File: config.mk
export PLATFORM = sky130hd
export DESIGN_NAME = alu_issue_sequencer
export DESIGN_NICKNAME = d
export VERILOG_FILES = /design/src/rtl/alu_issue_sequencer.sv
export SDC_FILE = /design/constraint.sdc
export NUM_CORES = 1
export LEC_CHECK = 0
export CAP_MARGIN = 20
export CORE_MARGIN = 2
export CORE_UTILIZATION = 37
export DETAILED_ROUTE_END_ITERATION = 10
export PLACE_DENSITY = 0.73
export SETUP_SLACK_MARGIN = 0.5
export SLEW_MARGIN = 20
export SYNTH_ARGS = -nofsm -noshare
export SYNTH_HDL_FRONTEND = slang
export SYNTH_SLANG_ARGS = --single-unit
File: constraint.sdc
create_clock -name clk -period 2.15 [get_ports clk]
set_input_delay 0.43 -clock clk [delete_from_list [all_inputs] [get_ports clk]]
set_output_delay 0.43 -clock clk [all_outputs]
set_load 0.02 [all_outputs]
File: src/rtl/alu_issue_sequencer.sv
// alu_issue_sequencer: front-end controller for an external 32-bit
// combinational ALU. It decodes MIPS-style instruction fields into ALU
// operands and an op_ctl word, waits EXEC_CYCLES for the ALU to settle,
// captures result/flags and returns them over a valid/ready handshake.
module alu_issue_sequencer #(
  parameter int unsigned EXEC_CYCLES = 1,
  parameter bit          TRAP_EN     = 1'b1
) (
  input  logic        clk,
  input  logic        rst_n,
  input  logic        in_valid,
  output logic        in_ready,
  input  logic [5:0]  in_opcode,
  input  logic [5:0]  in_funct,
  input  logic [4:0]  in_shamt,
  input  logic [31:0] in_rs,
  input  logic [31:0] in_rt,
  input  logic [15:0] in_imm,
  output logic [31:0] alu_a,
  output logic [31:0] alu_b,
  output logic [10:0] alu_op_ctl,
  input  logic [31:0] alu_z,
  input  logic        alu_overflow,
  input  logic        alu_zero,
  input  logic        alu_carryout,
  output logic        out_valid,
  input  logic        out_ready,
  output logic [31:0] out_result,
  output logic        out_zero,
  output logic        out_carry,
  output logic        out_ovf_trap,
  output logic        out_illegal
);

  typedef enum logic [1:0] {S_IDLE, S_EXEC, S_RESP} state_t;

  state_t      state, state_nxt;
  logic [3:0]  cnt;
  logic        trap_op_q;

  logic        dec_legal;
  logic        dec_trap_op;
  logic [31:0] dec_a;
  logic [31:0] dec_b;
  logic [4:0]  dec_shamt;
  logic [5:0]  dec_ctl;
  logic [31:0] imm_sext;
  logic [31:0] imm_zext;
  logic        accept;

  assign imm_sext = {{16{in_imm[15]}}, in_imm};
  assign imm_zext = {16'h0000, in_imm};
  assign accept   = in_valid && in_ready;

  // Decode instruction fields into ALU operands, control code and legality.
  // NOTE: every signal gets a default before the case so no path leaves it
  // unassigned, which would otherwise infer a latch.
  always_comb begin
    dec_legal   = 1'b1;
    dec_trap_op = 1'b0;
    dec_a       = in_rs;
    dec_b       = in_rt;
    dec_shamt   = in_shamt;
    dec_ctl     = in_funct;
    case (in_opcode)
      6'h00: begin
        case (in_funct)
          6'h20, 6'h22: dec_trap_op = 1'b1;
          6'h21, 6'h23, 6'h24, 6'h25,
          6'h26, 6'h27, 6'h2A, 6'h2B: ;
          // Shifts operate on operand A, so rt is routed there.
          6'h00, 6'h02: begin
            dec_a = in_rt;
            dec_b = '0;
          end
          6'h04, 6'h06: begin
            dec_a     = in_rt;
            dec_b     = '0;
            dec_shamt = in_rs[4:0];
            dec_ctl   = (in_funct == 6'h04) ? 6'h00 : 6'h02;
          end
          default: dec_legal = 1'b0;
        endcase
      end
      6'h08: begin dec_b = imm_sext; dec_shamt = '0; dec_ctl = 6'h20; dec_trap_op = 1'b1; end
      6'h09: begin dec_b = imm_sext; dec_shamt = '0; dec_ctl = 6'h21; end
      6'h0A: begin dec_b = imm_sext; dec_shamt = '0; dec_ctl = 6'h2A; end
      6'h0B: begin dec_b = imm_sext; dec_shamt = '0; dec_ctl = 6'h2B; end
      6'h0C: begin dec_b = imm_zext; dec_shamt = '0; dec_ctl = 6'h24; end
      6'h0D: begin dec_b = imm_zext; dec_shamt = '0; dec_ctl = 6'h25; end
      6'h0E: begin dec_b = imm_zext; dec_shamt = '0; dec_ctl = 6'h26; end
      // lui is a left shift of the zero-extended immediate by 16.
      6'h0F: begin dec_a = imm_zext; dec_b = '0; dec_shamt = 5'd16; dec_ctl = 6'h00; end
      default: dec_legal = 1'b0;
    endcase
  end

  // State register.
  // NOTE: sequential state is updated with non-blocking assignments so every
  // flop samples the pre-edge values regardless of statement order.
  always_ff @(posedge clk) begin
    if (!rst_n) state <= S_IDLE;
    else        state <= state_nxt;
  end

  // Next-state logic.
  always_comb begin
    state_nxt = state;
    case (state)
      S_IDLE:  if (accept) state_nxt = dec_legal ? S_EXEC : S_RESP;
      S_EXEC:  if (cnt == 4'd0) state_nxt = S_RESP;
      S_RESP:  if (out_ready) state_nxt = S_IDLE;
      default: state_nxt = S_IDLE;
    endcase
  end

  // Handshake outputs decoded from state.
  always_comb begin
    in_ready  = (state == S_IDLE);
    out_valid = (state == S_RESP);
  end

  // Operand issue, settle counter and response capture.
  // NOTE: the datapath registers are reset as well, since a mid-operation
  // reset must discard the pending response and return visible zeros.
  always_ff @(posedge clk) begin
    if (!rst_n) begin
      alu_a        <= '0;
      alu_b        <= '0;
      alu_op_ctl   <= '0;
      cnt          <= '0;
      trap_op_q    <= 1'b0;
      out_result   <= '0;
      out_zero     <= 1'b0;
      out_carry    <= 1'b0;
      out_ovf_trap <= 1'b0;
      out_illegal  <= 1'b0;
    end else begin
      case (state)
        S_IDLE: begin
          if (accept) begin
            if (dec_legal) begin
              alu_a      <= dec_a;
              alu_b      <= dec_b;
              alu_op_ctl <= {dec_shamt, dec_ctl};
              cnt        <= 4'(EXEC_CYCLES - 1);
              trap_op_q  <= TRAP_EN && dec_trap_op;
            end else begin
              // Illegal requests skip the ALU; its operands stay untouched.
              out_result   <= '0;
              out_zero     <= 1'b0;
              out_carry    <= 1'b0;
              out_ovf_trap <= 1'b0;
              out_illegal  <= 1'b1;
            end
          end
        end
        S_EXEC: begin
          if (cnt != 4'd0) begin
            cnt <= cnt - 4'd1;
          end else begin
            out_result   <= alu_z;
            out_zero     <= alu_zero;
            out_carry    <= alu_carryout;
            out_ovf_trap <= trap_op_q && alu_overflow;
            out_illegal  <= 1'b0;
          end
        end
        default: ;
      endcase
    end
  end

endmodule
==> reports/qor.yml <==
run_status:
  status: "finished clean"
floorplanning:
  die_height_um: 123
  core_area_um2: 13900
  die_w_um: 123
  io_pins: 249
  row_count: 43
  start_util_pct: 37.9
  die-area_um2: 15200
placement:
  port_buffers: 248
  post-place-ws_ns: -0.399
  place_congestion: 0.882
  placement.cell_area_um2: 8280
  hpwl_um: 13600
synthesis:
  syn-num-nets: 708
  syn_avg_cell_area_um2: 9.24
  yosys.area.top_type_share_pct: 44.8
  netlist_instances: 570
  synth.most_common_cell: "dfxtp_1"
  synth_area_um2: 5270
  synth_edf_count: 0
  synth_cell_types: 55
  yosysSeqAreaShare_pct: 44.8
  synthArstFlopShare_pct: 0
  synth_commonest_cells: "dfxtp_1 (118), nand2_1 (80), a21oi_1 (42), clkbuf_1 (37), mux2i_1 (35)"
  synthTopCellsByArea: "dfxtp_1 (45%), mux2i_1 (6.7%), nand2_1 (5.7%)"
  synth_area_leader_cell: "dfxtp_1"
  synthFlopType: "dfxtp_1"
  ys_ff_latch: 118
  yosysWarnings: 0
setup_path:
  cp_slowest_cell: "or4_4"
  crit_path_max_fanout: 8
  start_kind: "input pin"
  crit_path_end_kind: "register"
  path_cells: "buf_6, or4_4, nor4_4, a21o_1, buf_4, buf_6, a21oi_4, bufbuf_16, o2bb2ai_1"
  cp.required_ns: 2.44
  critical_path_class: "in2reg"
  crit_path_frequent_cell: "buf_6"
  worstPathArrival_ns: 2.21
  max_stage_delay_ns: 0.55
detailed_routing:
  drt_first_pass_iters: 5
  met3_length_um: 1990
  wl_per_cell_um: 18.9
  route.final.wire_length_um: 20000
  wl_met1_um: 7770
  via_count: 5795
  via_per_inst: 5.49
  drc: 0
  topRoutingLayerUsed: "met4"
  ant_nets: 0
  wl_met2_um: 9610
  drtIter0Drc: 252
grt:
  grt_pass1_vias: 5877
  grt_max_degree: 38
  antenna_found_initial: 2
  grt_pass1_wl_um: 30600
  grt-ovfl-total: 0
  gr-usage-all-layers_pct: 26.3
hold_path:
  hp-class: "in2reg"
final_layout:
  layout.nets: 1000
  finalCoreUtilization_pct: 69.0
  area_growth_pct: 81.9
  fillers: 1068
  drive_gt1_share_pct: 21.6
  final_area_um2: 9580
clock_tree:
  h-tree-depth: 4
  path_clk_slew_ns: 0.05
  cts_buffer_depth: 2
  worstSkewPairLatency_ns: 0.41
  cts-root-buf: "clkbuf_16"
  cts_tree: "done"
  cts_num_sinks: 118
  numCtsBuffers: 17
timing:
  period_share_pct: 89.1
  rsz0062_at_grt: "yes"
  fmax_mhz: 522
  min_period_ns: 1.92
  slew_headroom_pct: 68.4
  finalHoldViolCount: 0
  slew_viol_final: 0
  worstMarginPinSlew_ns: 0.474
  setup_slack_ns: 0.234
  clock_skew_ns: 0.00419
  finalSetupViolCount: 0
power:
  p_total_mw: 6.31
  pwr-share-comb_pct: 16.0
  p_leak_nw: 4.26
  intPower_mw: 4.88
  p_seq_share_pct: 35.8
  powerDensity_nw_per_um2: 659
  power.switching_mw: 1.43
  worst_ir_drop_vdd_mv: 0.459
  power.share.clock_pct: 48.2
  p_sw_share_pct: 22.7
run:
  maxCapViolations: 0
state kept, by name, summed over array words and instances, names as in the netlist:
signal and flops:
alu_b 32, cnt 4, out_illegal 1, trap_op_q 1, out_carry 1, state 2, out_result 32, alu_a 32
out_ovf_trap 1, out_zero 1, alu_op_ctl 11
path summary, 6_finish.rpt:
check / depth (start not counted) / endpoint / startpoint / slack [ns]
min: 2 / state[1] / rst_n / 0.41
max: 9 / alu_b[11] / in_opcode[0] / 0.23
max reg2reg: 8 / out_result[26] / cnt[0] / 0.35
min reg2reg: 2 / out_ovf_trap / out_ovf_trap / 0.45
timing repair:
item | in CTS | in global routing
setup buffers | 19 | 1
pin swaps | 24 | 6
gates cloned | 8 | 0
setup endpoints to repair | 231 | 119
hold buffers | 0 | 0
gates resized for setup | 215 | 20
critical path, delay by kind of cell:
| family | cells | cell delay (ns) |
|---|---|---|
| AO/OA/AOI/OAI | 3 | 0.41 |
| buffers and inverters | 4 | 0.63 |
| AND/OR/NAND/NOR | 2 | 0.73 |
cells by family after synthesis:
logic type / share of synthesized area (%)
and+or+nand+nor: 15.9
adders and majority gates: 0.475
buffers and inverters: 5.15
DFF: 44.8
muxes: 6.65
AOI/OAI and AO/OA: 27.0
layer usage:
| layer | GRT usage [%] | up-vias |
|---|---|---|
| met1 | 29.7 | 2754 |
| met3 | 9.32 | 36 |
| li1 | - | 2725 |
| met5 | 0 | - |
| met4 | 10.8 | 0 |
| met2 | 44.8 | 280 |
cell usage in the layout (no fill, tap or decap), types with 3 or more instances in the layout:
master and n:
clkdlybuf4s50_1 122, dfxtp_1 116, dlygate4sd2_1 113, nand2_1 79, buf_4 39, mux2i_1 35, o2bb2ai_1 32, a21oi_1 31
and3_1 23, o211ai_1 22, buf_6 18, clkbuf_16 17, o21ai_1 16, a22o_1 16, o221a_4 16, a22oi_1 16
nor2_1 11, buf_12 11, a21oi_2 10, and3_4 9, inv_1 7, nand3_1 6, o21ai_2 6, clkbuf_8 5
buf_16 5, bufinv_16 4, buf_2 4, and2_1 3, o21ai_0 3, a211oi_1 3, o221a_2 3, clkinv_2 3
clkdlybuf4s15_1 3
area by class of cell:
| type | instances | area, um2 | share of cell area, % |
|---|---|---|---|
| tap | 180 | 225 | 2.35 |
| multi-input combinational | 393 | 3070 | 32.0 |
| sequential | 118 | 2370 | 24.7 |
| timing repair buffer | 323 | 3240 | 33.8 |
| clock inverter | 8 | 143 | 1.49 |
| antenna | 1 | 2.50 | 0.0261 |
| clock buffer | 24 | 502 | 5.24 |
| inverter | 9 | 33.8 | 0.353 |
power by group through the flow:
stage / combinational (mW) / clock (mW) / sequential (mW)
after detailed placement: 0.837 / 0 / 2.30
after CTS: 0.979 / 3.09 / 2.26
after global routing: 1.06 / 3.18 / 2.26
after floorplan: 0.321 / 0 / 2.34
final: 1.01 / 3.04 / 2.26
after global placement: 0.826 / 0 / 2.30
stage by stage:
step	hold WS [ns]	instances	setup TNS, ns
after detailed placement	0.447	995	-38.13
after global routing	0.419	1056	0
after floorplan	0.446	570	0
after global placement	0.441	995	-34.44
final	0.411	1056	0
after CTS	0.403	1054	0
(Power assumes the default switching activity.)
